## src/rtl/vector_write_module_pkg.sv

```systemverilog
// Shared types and default sizes for the vector store path.
// No logic: constants, operation encoding and store FSM state encoding.
// No flow control lives here.
package vec_pkg;

    localparam int VEC_ITEMS = 20;
    localparam int ITEM_W    = 32;
    localparam int ADDR_W    = 6;

    typedef enum logic {
        OP_SCALAR = 1'b0,
        OP_VECTOR = 1'b1
    } op_t;

    typedef enum logic [1:0] {
        WR_IDLE  = 2'd0,
        WR_WRITE = 2'd1,
        WR_DONE  = 2'd2
    } wr_state_t;

endpackage

```

## src/rtl/vector_write_module_if.sv

```systemverilog
// Store request plus data-memory write port bundle for the vector store path.
// Pure wiring, no latency.
// Requests are dropped while busy is high; the write port has no backpressure.
interface vector_write_if
    import vec_pkg::*;
#(
    parameter int I = VEC_ITEMS,
    parameter int L = ITEM_W,
    parameter int A = ADDR_W
) ();

    logic                  start;
    logic                  op_type;
    logic [A-1:0]          base_address;
    logic [L-1:0]          scalar_data;
    logic [I-1:0][L-1:0]   vector_data;

    logic                  write_enable;
    logic [A-1:0]          write_address;
    logic [L-1:0]          write_data;
    logic                  busy;
    logic                  finished;

    // Execute-stage side: issues the store and watches busy/finished.
    modport master (
        output start, op_type, base_address, scalar_data, vector_data,
        input  write_enable, write_address, write_data, busy, finished
    );

    // Store engine side.
    modport slave (
        input  start, op_type, base_address, scalar_data, vector_data,
        output write_enable, write_address, write_data, busy, finished
    );

endinterface

```

## src/rtl/vector_write_module_wr_counter.sv

```systemverilog
// Item index register for the store engine: clear wins over enable.
// Index updates one cycle after clear/enable are sampled.
// No backpressure; the owner decides when to step it.
module wr_counter #(
    parameter int A = 6
) (
    input  logic         clk,
    input  logic         rst,
    input  logic         clear,
    input  logic         enable,
    output logic [A-1:0] index
);

    logic [A-1:0] index_q;
    logic [A-1:0] index_d;

    always_comb begin
        index_d = index_q;
        if (clear) begin
            index_d = '0;
        end else if (enable) begin
            index_d = index_q + A'(1);
        end
    end

    always_ff @(posedge clk or posedge rst) begin
        if (rst) begin
            index_q <= '0;
        end else begin
            index_q <= index_d;
        end
    end

    assign index = index_q;

endmodule

```

## src/rtl/vector_write_module.sv

```systemverilog
// Writes a captured scalar or I-item vector to data memory, one item per clock.
// Writes start the cycle after start is taken; finished pulses the cycle after the last write.
// start is ignored (not queued) while busy; the memory port never stalls.
module vector_write_module
    import vec_pkg::*;
#(
    parameter int I = VEC_ITEMS,
    parameter int L = ITEM_W,
    parameter int A = ADDR_W
) (
    input  logic           clk,
    input  logic           rst,
    vector_write_if.slave  bus
);

    if (I > (1 << A)) begin : g_bad_size
        $error("vector_write_module: I=%0d items do not fit in a %0d-bit address space", I, A);
    end

    localparam logic [A-1:0] LAST_VEC = A'(I - 1);

    wr_state_t           state_q, state_d;
    op_t                 op_q, op_d;
    logic [A-1:0]        base_q, base_d;
    logic [I-1:0][L-1:0] shadow_q, shadow_d;

    logic [A-1:0]        index;
    logic [A-1:0]        last_index;
    logic [L-1:0]        item;
    logic                in_write;

    assign in_write   = (state_q == WR_WRITE);
    assign last_index = (op_q == OP_VECTOR) ? LAST_VEC : '0;

    // Index is held at zero outside WRITE so every store begins at item 0.
    wr_counter #(
        .A (A)
    ) u_counter (
        .clk    (clk),
        .rst    (rst),
        .clear  (!in_write),
        .enable (in_write),
        .index  (index)
    );

    always_comb begin
        state_d  = state_q;
        op_d     = op_q;
        base_d   = base_q;
        shadow_d = shadow_q;
        case (state_q)
            WR_IDLE: begin
                if (bus.start) begin
                    state_d = WR_WRITE;
                    op_d    = op_t'(bus.op_type);
                    base_d  = bus.base_address;
                    if (bus.op_type == OP_VECTOR) begin
                        shadow_d = bus.vector_data;
                    end else begin
                        shadow_d[0] = bus.scalar_data;
                    end
                end
            end
            WR_WRITE: begin
                if (index == last_index) begin
                    state_d = WR_DONE;
                end
            end
            WR_DONE: begin
                state_d = WR_IDLE;
            end
            default: begin
                state_d = WR_IDLE;
            end
        endcase
    end

    always_ff @(posedge clk or posedge rst) begin
        if (rst) begin
            state_q  <= WR_IDLE;
            op_q     <= OP_SCALAR;
            base_q   <= '0;
            shadow_q <= '0;
        end else begin
            state_q  <= state_d;
            op_q     <= op_d;
            base_q   <= base_d;
            shadow_q <= shadow_d;
        end
    end

    // Explicit compare-select keeps the lookup in range for any index value.
    always_comb begin
        item = '0;
        for (int n = 0; n < I; n++) begin
            if (index == A'(n)) begin
                item = shadow_q[n];
            end
        end
    end

    assign bus.write_enable  = in_write;
    assign bus.write_address = in_write ? (base_q + index) : '0;
    assign bus.write_data    = in_write ? item : '0;
    assign bus.busy          = (state_q != WR_IDLE);
    assign bus.finished      = (state_q == WR_DONE);

endmodule

```

## src/flat_wrapper.sv

```systemverilog
// flat-port wrapper written by rule: the top's interface ports become plain ports
module vector_write_module_flat import vec_pkg::*;
#(
    parameter int I = VEC_ITEMS,
    parameter int L = ITEM_W,
    parameter int A = ADDR_W
)
  (clk, rst, bus_start, bus_op_type, bus_base_address, bus_scalar_data, bus_vector_data, bus_write_enable, bus_write_address, bus_write_data, bus_busy, bus_finished);
  vector_write_if #(.I(I), .L(L), .A(A)) bus_i ();
  input  logic clk;
  input  logic rst;
  input wire logic [$bits(bus_i.start)-1:0] bus_start;
  input wire logic [$bits(bus_i.op_type)-1:0] bus_op_type;
  input wire logic [$bits(bus_i.base_address)-1:0] bus_base_address;
  input wire logic [$bits(bus_i.scalar_data)-1:0] bus_scalar_data;
  input wire logic [$bits(bus_i.vector_data)-1:0] bus_vector_data;
  output wire logic [$bits(bus_i.write_enable)-1:0] bus_write_enable;
  output wire logic [$bits(bus_i.write_address)-1:0] bus_write_address;
  output wire logic [$bits(bus_i.write_data)-1:0] bus_write_data;
  output wire logic [$bits(bus_i.busy)-1:0] bus_busy;
  output wire logic [$bits(bus_i.finished)-1:0] bus_finished;
  assign bus_i.start = bus_start;
  assign bus_i.op_type = bus_op_type;
  assign bus_i.base_address = bus_base_address;
  assign bus_i.scalar_data = bus_scalar_data;
  assign bus_i.vector_data = bus_vector_data;
  assign bus_write_enable = bus_i.write_enable;
  assign bus_write_address = bus_i.write_address;
  assign bus_write_data = bus_i.write_data;
  assign bus_busy = bus_i.busy;
  assign bus_finished = bus_i.finished;
  vector_write_module #(.I(I), .L(L), .A(A)) u_core (.clk(clk), .rst(rst), .bus(bus_i));
endmodule
```

## config.mk

```make
export PLATFORM = sky130hd
export DESIGN_NAME = vector_write_module_flat
export DESIGN_NICKNAME = d
export VERILOG_FILES = /design/src/rtl/vector_write_module_pkg.sv /design/src/rtl/vector_write_module_if.sv /design/src/rtl/vector_write_module_wr_counter.sv /design/src/rtl/vector_write_module.sv /design/src/flat_wrapper.sv
export SDC_FILE = /design/constraint.sdc
export NUM_CORES = 1
export LEC_CHECK = 0
export ABC_AREA = 1
export CORE_AREA = 10 10 270 272
export DETAILED_ROUTE_END_ITERATION = 12
export DIE_AREA = 0 0 280 282
export GPL_ROUTABILITY_DRIVEN = 0
export MAX_ROUTING_LAYER = met4
export PLACE_DENSITY = 0.73
export SETUP_SLACK_MARGIN = 0.2
export SYNTH_ARGS = -nofsm -noshare
export SYNTH_HDL_FRONTEND = slang
export SYNTH_HIERARCHICAL = 1
export SYNTH_SLANG_ARGS = --single-unit
```

## constraint.sdc

```tcl
create_clock -name clk -period 47.1 [get_ports clk]
set_clock_uncertainty 0.2 [all_clocks]
set_input_delay 9.42 -clock clk [delete_from_list [all_inputs] [get_ports clk]]
set_output_delay 9.42 -clock clk [all_outputs]
set_load 0.02 [all_outputs]
```

# Word-level counts from Yosys, hierarchy flattened
# Cells that the tools add are included.
# Widths: inputs -> output; s select.
[classes]
mux = 28
n_eq_ne = 24
n_addsub = 2
n_reduce_logical = 6
[op_table]
columns = ["cell", "count"]
rows = [
  ["$mux 32", 22],
  ["$eq 6x4->1 const B", 8],
  ["$eq 6x3->1 const B", 4],
  ["$eq 6x5->1 const B", 4],
  ["$eq 6x2->1 const B", 2],
  ["$mux 6", 2],
  ["$add 6x1->6 const B", 1],
  ["$add 6x6->6", 1],
  ["$eq 6x1->1 const B", 1],
  ["$eq 6x6->1", 1],
  ["$logic_not 6->1", 1],
  ["$mux 5", 1],
  ["$mux 2", 2],
  ["$ne 2x2->1 const B", 2],
  ["$pmux 2 s2", 1],
  ["$reduce_and 2->1", 2],
  ["$reduce_and 3->1", 1],
  ["$eq 2x1->1 const B", 1],
  ["$eq 2x2->1 const B", 1],
  ["$logic_not 2->1", 1],
  ["$reduce_bool 2->1", 1],
]
[totals]
ff_bits = 655
in_bits = 682
word_cells = 84
output_inout_bits = 41

# Depth between registers and ports, before layout
# Gate-level depths: netlist (run 1).
[logic_depth]
ltp_word = 22
ltp_mapped = 18
mapped_depth_nobuf = 18

# By module
# Netlist (run 1), hierarchy kept.
[modules_own_cells]
columns = ["mod", "seq_area_each_um2", "cells_each", "area_each_um2", "n_inst"]
rows = [
  ["vector_write_module", 16240.6, 3994, 29947.5, 1],
  ["wr_counter", 150.1, 45, 345.3, 1],
]

# Least setup slack after synthesis (run 1)
# OpenSTA, ideal clock, no wires.
[synth_timing]
kind = "reg2out"
from = "register u_core.u_counter.index_q[2], in the netlist u_core/u_counter/index[2]"
to = "output port bus_write_data[23]"
path_stages_with_launch = 16
setup_slack_ns = 35.371
arrival_time_ns = 2.109
path_buffers = 2
required_time_ns = 37.480
cell_sequence = "dfrtp_1 -> nor2_1 -> buf_2 -> nand3_2 -> inv_2 -> buf_2 -> nand2_1 -> nand4_1 -> nand2_1 -> nand4_1 -> nand2_1 -> nand4_1 -> nor2_1 -> nand4_1 -> nand2_1 -> a21oi_1"
[synth_via]
elab_chain_len = 22
elab_cells_between_ends = 41
cone_classes = "19 x eq/ne; 21 x mux; 1 x reduce/logical"
[synth_lines]
columns = ["item", "line", "source"]
rows = [
  ["from (decl)", "vector_write_module_wr_counter.sv:14", "logic [A-1:0] index_q;"],
  ["from (signal assigned)", "vector_write_module_wr_counter.sv:30", "index_q <= index_d;"],
  ["$logic_not 6->1", "vector_write_module.sv:96", "if (index == A'(n)) begin"],
  ["$mux 32 (19 in a row)", "vector_write_module.sv:96", ""],
  ["$mux 32 (*)", "vector_write_module.sv:96", ""],
  ["$mux 32 (*)", "vector_write_module.sv:104", "assign bus.write_data = in_write ? item : '0;"],
  ["to (decl)", "flat_wrapper.sv:19", "output wire logic [$bits(bus_i.write_data)-1:0] bus_write_data;"],
]
# Mark *: on every way between the ends. The rest lies on a longest branch, timed or not.

# Final worst setup path (run 1)
[layout_timing]
from = "register u_core.u_counter.index_q[2], in the netlist u_core/u_counter/index[2]"
to = "output port bus_write_data[22]"
# Same word-level chain as after synthesis.

==> results.tsv, run 1 <==
metric	value	unit
Worst-Margin Slew	1.248	ns
number of vias per cell	5.229	
Highest Clock Rate	67.87	MHz
slowest cell on the critical path	nor2_2	
cts hold-fix bufs	0	
CP required	37.48	ns
crit-path max FO	21	
share of layout cells above drive strength 1	3.934	%
Setup Viol. Count Final	0	
Clk Latency, worst-skew pair	0.60	ns
GRT overflow	0	
fin area	40480	um^2
crit path time final	14.73	ns
TritonCTS Buffers	73	
DP Wirelength	92320	um
Sink Count	655	
Die Ht	282	um
detailed-route via count	29440	
Total GRT Usage	31.57	%
Initial DRC Count	3512	
sum of buffers and inverters on the critical path	3	
Syn Inst Count	4039	
Switching Share	39.24	%
Final ANT Viol Nets	0	
CTS Root Cell	clkbuf_16	
width of the chip	280	um
Pins Over Slew Limit	0	
VDD IR-drop max	0.02595	mV
Initial Util	44.72	%
RSZ-0062 raised after global routing	false	
area delta synth->final	33.62	%
vias in the first global route	28360	
crit-path cells	nor2_2, inv_1, nor2_4, nand2_1, nand2_1, nand4_1, o21ai_1, nand4_1, nand2_1, nand4_1, nor2_1, nand4_1, nand2_1, inv_1, clkdlybuf4s50_1	
Post-Route WL	124900	um
Pleak	19.51	nW
Pre-antenna DRT Iters	6	
register area share after synthesis	54.11	%
DIE AREA	78960	um^2
Max Root-Sink Buffers	3	
Top Metal Used	met4	
Distinct cells, synth	31	
P per Cell Area	57.50	nW/um^2
post-CTS resize count	0	
Final period util	31.28	%
I/O Buffers	722	
CTS clk-pin slew, worst paths	0.06	ns
antenna violations before repair	46	
IO Count	723	
reported max-cap violation count	0	
CTS tree	done	
worst path arrival time	5.11	ns
Worst setup SP type	flip-flop	
met1 wire length	49060	um
Clk network pwr share	23.9	%
Pint	1.414	mW
Final TNS setup	0	ns
H-tree depth	3	
Fillers	6083	
Mapped Area	30290	um^2
CP max stage delay	0.67	ns
CP Capture Type	primary output	
global-route wire length before repair	180600	um
CP delay by family, top	simple AND/OR/NAND/NOR gates	
site row count	96	
nets@finish	5344	
placed cell areas	38080	um^2
DR WL met2	59300	um
setup bufs post-CTS	0	
Mean Syn Cell Area	7.500	um^2
Hold Path Class	flip-flop to flip-flop	
Synth Register Bits	655	
kind of critical path	flip-flop to primary output	
core area	67750	um^2
largest net degree at the start of global routing	237	
drt wl/cell	22.18	um
sequential power share	41.4	%
Yosys warning count	6	
Slew HR	16.77	%
Psw	913.4	uW
routed wl met3	10450	um
combinational group share of total power	34.7	%
number of remaining DRC errors	0	
number of hold violations in the final report	0	
total nets after synthesis	4728	
status	completed	
==> metal layers <==
| layer | up-vias | track usage, % |
|---|---|---|
| li1 | 13720 | - |
| met1 | 13920 | 39.14 |
| met2 | 1540 | 48.45 |
| met3 | 255 | 6.114 |
| met4 | 0 | 17.03 |
| met5 | - | - |
==> worst min-delay path: stages, from the launching register on <==
cell	delay (ns)
dfrtp_1	0.34
nand2_1	0.06
nand2_1	0.05
==> final timing paths <==
path	from	endpoint	slack, ns	cells past startpoint
worst max-delay path	u_core/u_counter/index[2]$_DFFE_PP0P_	bus_write_data[22]	32.37	15
worst max register to register	u_core/state_q[0]$_DFFE_PP0P_	u_core/shadow_q[322]$_DFFE_PP0P_	41.98	9
max in group asynchronous	rst	u_core/shadow_q[298]$_DFFE_PP0P_	35.07	4
worst min register to register	u_core/shadow_q[241]$_DFFE_PP0P_	u_core/shadow_q[241]$_DFFE_PP0P_	0.28	2
worst min-delay path	u_core/shadow_q[241]$_DFFE_PP0P_	u_core/shadow_q[241]$_DFFE_PP0P_	0.28	2
min in group asynchronous	rst	u_core/u_counter/index[4]$_DFFE_PP0P_	9.05	2
==> power by group through the flow <==
| stage | combinational (mW) | clock, mW | sequential (mW) |
|---|---|---|---|
| after global routing | 0.881 | 0.586 | 0.986 |
| after floorplan | 0.452 | 0 | 0.926 |
| after CTS | 0.796 | 0.562 | 0.956 |
| after global placement | 0.774 | 0 | 0.955 |
| after detailed placement | 0.791 | 0 | 0.961 |
| final | 0.807 | 0.557 | 0.963 |
==> layout make-up <==
type	count	area, um^2	area share, %
diodes	45	112.6	0.2782
multi-input cells	2850	11870	29.32
inverters	322	1224	3.023
repair buffers	753	7492	18.51
well taps	882	1104	2.726
clock buffers	105	2118	5.233
clock inverters	18	167.7	0.4142
flip-flops and latches	655	16390	40.49
==> logic make-up (layout without fill, tap and decap cells) <==
| group | count (synthesis) | in the layout | synth area share, % |
|---|---|---|---|
| AOI/OAI and AO/OA | 437 | 437 | 7.236 |
| other | 0 | 45 | 0 |
| xor gates and xnor gates | 3 | 3 | 0.08675 |
| and+or+nand+nor | 2403 | 2403 | 31.41 |
| adders and majority gates | 7 | 7 | 0.3139 |
| DFF | 655 | 655 | 54.11 |
| buffers and inverters | 534 | 1198 | 6.848 |
==> stage by stage <==
step           hold WS (ns)  util [%]  setup slack, ns  cells  power (mW)
2_1_floorplan        0.2436         -            19.30   4039       1.378
3_3_place_gp         0.2563     56.21            32.93   5462       1.730
3_5_place_dp         0.2598     56.21            32.88   5462       1.752
4_1_cts              0.2767     59.58            32.43   5585       2.315
5_1_grt              0.2871     59.74            32.18   5629       2.453
6_report             0.2767     59.75            32.37   5630       2.327
==> registers in the layout (all words and copies together), names as in the netlist <==
name,count
u_core/u_counter/index,6
u_core/base_q,6
u_core/state_q,2
u_core/shadow_q,640
u_core/op_q,1
==> cell usage in the layout (no fill, tap or decap), types with 12 or more instances in the layout <==
cell             instances
clkdlybuf4s50_1        721
o21ai_0                344
a21oi_1                 79
nor2_4                  12
diode_2                 45
nand2_1               2015
clkbuf_16               74
buf_4                   28
inv_1                  308
dfrtp_1                655
nand3_1                 46
nor2_1                 183
clkbuf_1                16
nand4_1                123
clkbuf_8                15
==> cells in the mapped netlist, drive strengths merged <==
library cell | count | area (um^2)
a21oi | 79 | 395.4
a31oi | 1 | 6.260
buf | 56 | 280.3
clkbuf | 156 | 585.6
clkinv | 1 | 3.750
dfrtp | 655 | 16390
fa | 1 | 20.02
ha | 6 | 75.07
inv | 321 | 1205
nand2 | 2023 | 7614
nand3 | 48 | 250.2
nand3b | 1 | 7.510
nand4 | 123 | 769.5
nor2 | 206 | 860.8
nor3 | 1 | 5.000
nor3b | 1 | 7.510
o21ai | 355 | 1777
o21bai | 1 | 7.510
o22ai | 1 | 6.260
xnor2 | 1 | 8.760
xor2 | 2 | 17.52
No activity file was read; power rests on OpenSTA's default activity.
==> run 2, diff against run 1 <==
--- a/config.mk
+++ b/config.mk
@@ -6,12 +6,12 @@
 export NUM_CORES = 1
 export LEC_CHECK = 0
 export ABC_AREA = 1
-export CORE_AREA = 10 10 270 272
+export CORE_AREA = 10 10 273 275
 export DETAILED_ROUTE_END_ITERATION = 12
-export DIE_AREA = 0 0 280 282
+export DIE_AREA = 0 0 283 285
 export GPL_ROUTABILITY_DRIVEN = 0
 export MAX_ROUTING_LAYER = met4
-export PLACE_DENSITY = 0.73
+export PLACE_DENSITY = 0.72
 export SETUP_SLACK_MARGIN = 0.2
 export SYNTH_ARGS = -nofsm -noshare
 export SYNTH_HDL_FRONTEND = slang
==> constraint.sdc (replaced) <==
create_clock -name clk -period 14 [get_ports clk]
set_clock_uncertainty 0.2 [all_clocks]
set_input_delay 2.8 -clock clk [delete_from_list [all_inputs] [get_ports clk]]
set_output_delay 2.8 -clock clk [all_outputs]
set_load 0.02 [all_outputs]
==> run 2 against run 1 <==
  * Sequential share of layout area fell by 0.24 points
  * Cell area up 0.60%
  * Via count is 0.32% lower
  * Combinational power grew to 3.3 times the previous value
  * Total power grew to 3.4 times the previous value
  * Non-clock buffer count increased by 1
  * Setup slack got worse by 26 ns
  * Sequential power grew to 3.4 times the previous value
  * Critical endpoint is now bus_write_data[14]
==> results.tsv, run 2 (same netlist as run 1, synthesis figures left out) <==
metric	value	unit	change
Worst setup SP type	flip-flop		
number of vias per cell	5.153		-1.4%
IO Count	723		unchanged
hold slack	0.2782	ns	+0.001516 ns
H-tree depth	3		unchanged
Clk Latency, worst-skew pair	0.60	ns	about the same
fin area	40720	um^2	+0.60%
Reg with most FFs	u_core/shadow_q		
largest net degree at the start of global routing	254		+7.2%
setup bufs post-CTS	0		unchanged
core area	69300	um^2	+2.3%
antenna violations before repair	46		unchanged
GRT overflow	0		unchanged
Pwr Total	7.941	mW	+240%
vias in the first global route	28150		-0.72%
Final TNS setup	0	ns	unchanged
Worst-Margin Slew	1.161	ns	-0.08769 ns
worst path arrival time	5.06	ns	-0.05 ns
Post-Layout Cell Count	5694		+1.1%
global-route wire length before repair	183200	um	+1.4%
Pint	4.843	mW	+240%
Setup WS pre-CTS	6.169	ns	-26.71 ns
post-CTS resize count	0		unchanged
sequential power share	40.9	%	-0.5 points
critical path endpoint	bus_write_data[14]		
crit-path max FO	21		unchanged
combinational group share of total power	34.0	%	-0.7 points
Psw	3.097	mW	+240%
DIE AREA	80660	um^2	+2.1%
Initial DRC Count	3682		+4.8%
number of hold violations in the final report	0		unchanged
final core utilization	58.76	%	-0.99 points
CTS tree	done		
CTS Root Cell	clkbuf_16		
Final ANT Viol Nets	0		unchanged
width of the chip	283	um	+1.1%
worst reg2reg startpoint	u_core/state_q[0]$_DFFE_PP0P_		
RR Endpoint	u_core/shadow_q[197]$_DFFE_PP0P_		
Pins Over Slew Limit	0		unchanged
most common cell after layout, fill and taps aside	nand2_1		
reported max-cap violation count	0		unchanged
DP Wirelength	92970	um	+0.71%
worst reg-to-reg setup slack	8.76	ns	-33.22 ns
CP required	11.00	ns	-26.48 ns
VDD IR-drop max	0.09965	mV	+280%
nets@finish	5344		unchanged
cts hold-fix bufs	0		unchanged
Switching Share	39.01	%	-0.24 points
RSZ-0062 raised after global routing	false		
Die Ht	285	um	+1.1%
Setup Viol. Count Final	0		unchanged
Initial Util	43.71	%	-1.0 points
drt wl/cell	22.10	um	-0.38%
Hold Path Class	flip-flop to flip-flop		
P per Cell Area	195.0	nW/um^2	+240%
TritonCTS Buffers	72		-1.4%
Total GRT Usage	30.92	%	-0.65 points
area delta synth->final	34.41	%	
cell depth of the worst flop-to-flop path	8		-1
number of remaining DRC errors	0		unchanged
crit path time final	8.060	ns	
status	completed		
kind of critical path	flip-flop to primary output		
final worst slack	5.940	ns	-26.43 ns
Pre-antenna DRT Iters	6		unchanged
CTS clk-pin slew, worst paths	0.06	ns	about the same
site row count	97		+1.0%
Post-Route WL	125800	um	+0.76%
placed cell areas	38150	um^2	+0.18%
Sink Count	655		unchanged
Slew HR	22.53	%	+5.8 points
detailed-route via count	29340		-0.32%
Cells after DPL	5521		+1.1%
I/O Buffers	722		unchanged
CP Capture Type	primary output		
Max Root-Sink Buffers	3		unchanged
Final period util	57.57	%	
crit path launch	u_core/u_counter/index[2]$_DFFE_PP0P_		
commonest non-fill, non-tap cells in the layout	nand2_1 (2015), clkdlybuf4s50_1 (721), dfrtp_1 (655)		
share of layout cells above drive strength 1	4.142	%	+0.21 points
Pleak	19.58	nW	+0.37%
Highest Clock Rate	124.1	MHz	
max reg flops	640		unchanged
Clk network pwr share	25.1	%	+1.2 points
run 2: cell count changes in the layout (fill, tap and decap cells not counted), sizes merged, moves of 2 or more:
cell,delta
bufinv,+5
clkinv,+3
clkinvlp,+2
clkbuf,-7
run 2: worst max-delay path, cell delays in order (launching register included):
cell and delay [ns]:
dfrtp_1 0.49, nor2_2 0.66, inv_1 0.30, nor2_4 0.43, nand2_1 0.09, nand2_1 0.17, nand4_1 0.19, nor2_1 0.30
nand4_1 0.25, nor2_1 0.25, nand4_1 0.20, nand2_1 0.20, nand3_1 0.15, nand2_1 0.11, a21oi_1 0.08, clkdlybuf4s50_1 0.58
run 2: worst min path at each step:
stage | start | end | slack (ns) | depth (start not counted)
5_1_grt | u_core/shadow_q[159]$_DFFE_PP0P_ | u_core/shadow_q[159]$_DFFE_PP0P_ | 0.29 | 2
2_1_floorplan | u_core/shadow_q[232]$_DFFE_PP0P_ | u_core/shadow_q[232]$_DFFE_PP0P_ | 0.24 | 2
3_5_place_dp | u_core/shadow_q[241]$_DFFE_PP0P_ | u_core/shadow_q[241]$_DFFE_PP0P_ | 0.26 | 2
4_1_cts | u_core/shadow_q[241]$_DFFE_PP0P_ | u_core/shadow_q[241]$_DFFE_PP0P_ | 0.28 | 2
6_report | u_core/shadow_q[493]$_DFFE_PP0P_ | u_core/shadow_q[493]$_DFFE_PP0P_ | 0.28 | 2
3_3_place_gp | u_core/shadow_q[232]$_DFFE_PP0P_ | u_core/shadow_q[232]$_DFFE_PP0P_ | 0.26 | 2
run 2: layout make-up:
cell class                 instances  area [um^2]
clock inverter                    29        384.1
multi-input combinational       2850        11870
clock buffer                      98         2072
fill                            6279        28580
inverter                         322         1220
sequential                       655        16390
antenna                           46        115.1
tap                              940         1176
timing repair buffer             754         7487
run 2: per-layer routing:
metal / track usage, % / vias up / share of wire (%)
met1: 38.81 / 13860 / 41
li1: - / 13750 / -
met3: 6.061 / 233 / 8.0
met5: - / - / 0
met4: 13.64 / 0 / 4.2
met2: 48.27 / 1496 / 47
run 2: power groups by stage:
stage	combinational (mW)	clock [mW]	sequential (mW)
floorplan	1.52	0	3.12
global placement	2.60	0	3.23
detailed placement	2.66	0	3.25
CTS	2.68	2.01	3.23
global route	2.96	2.08	3.33
finish	2.70	1.99	3.25
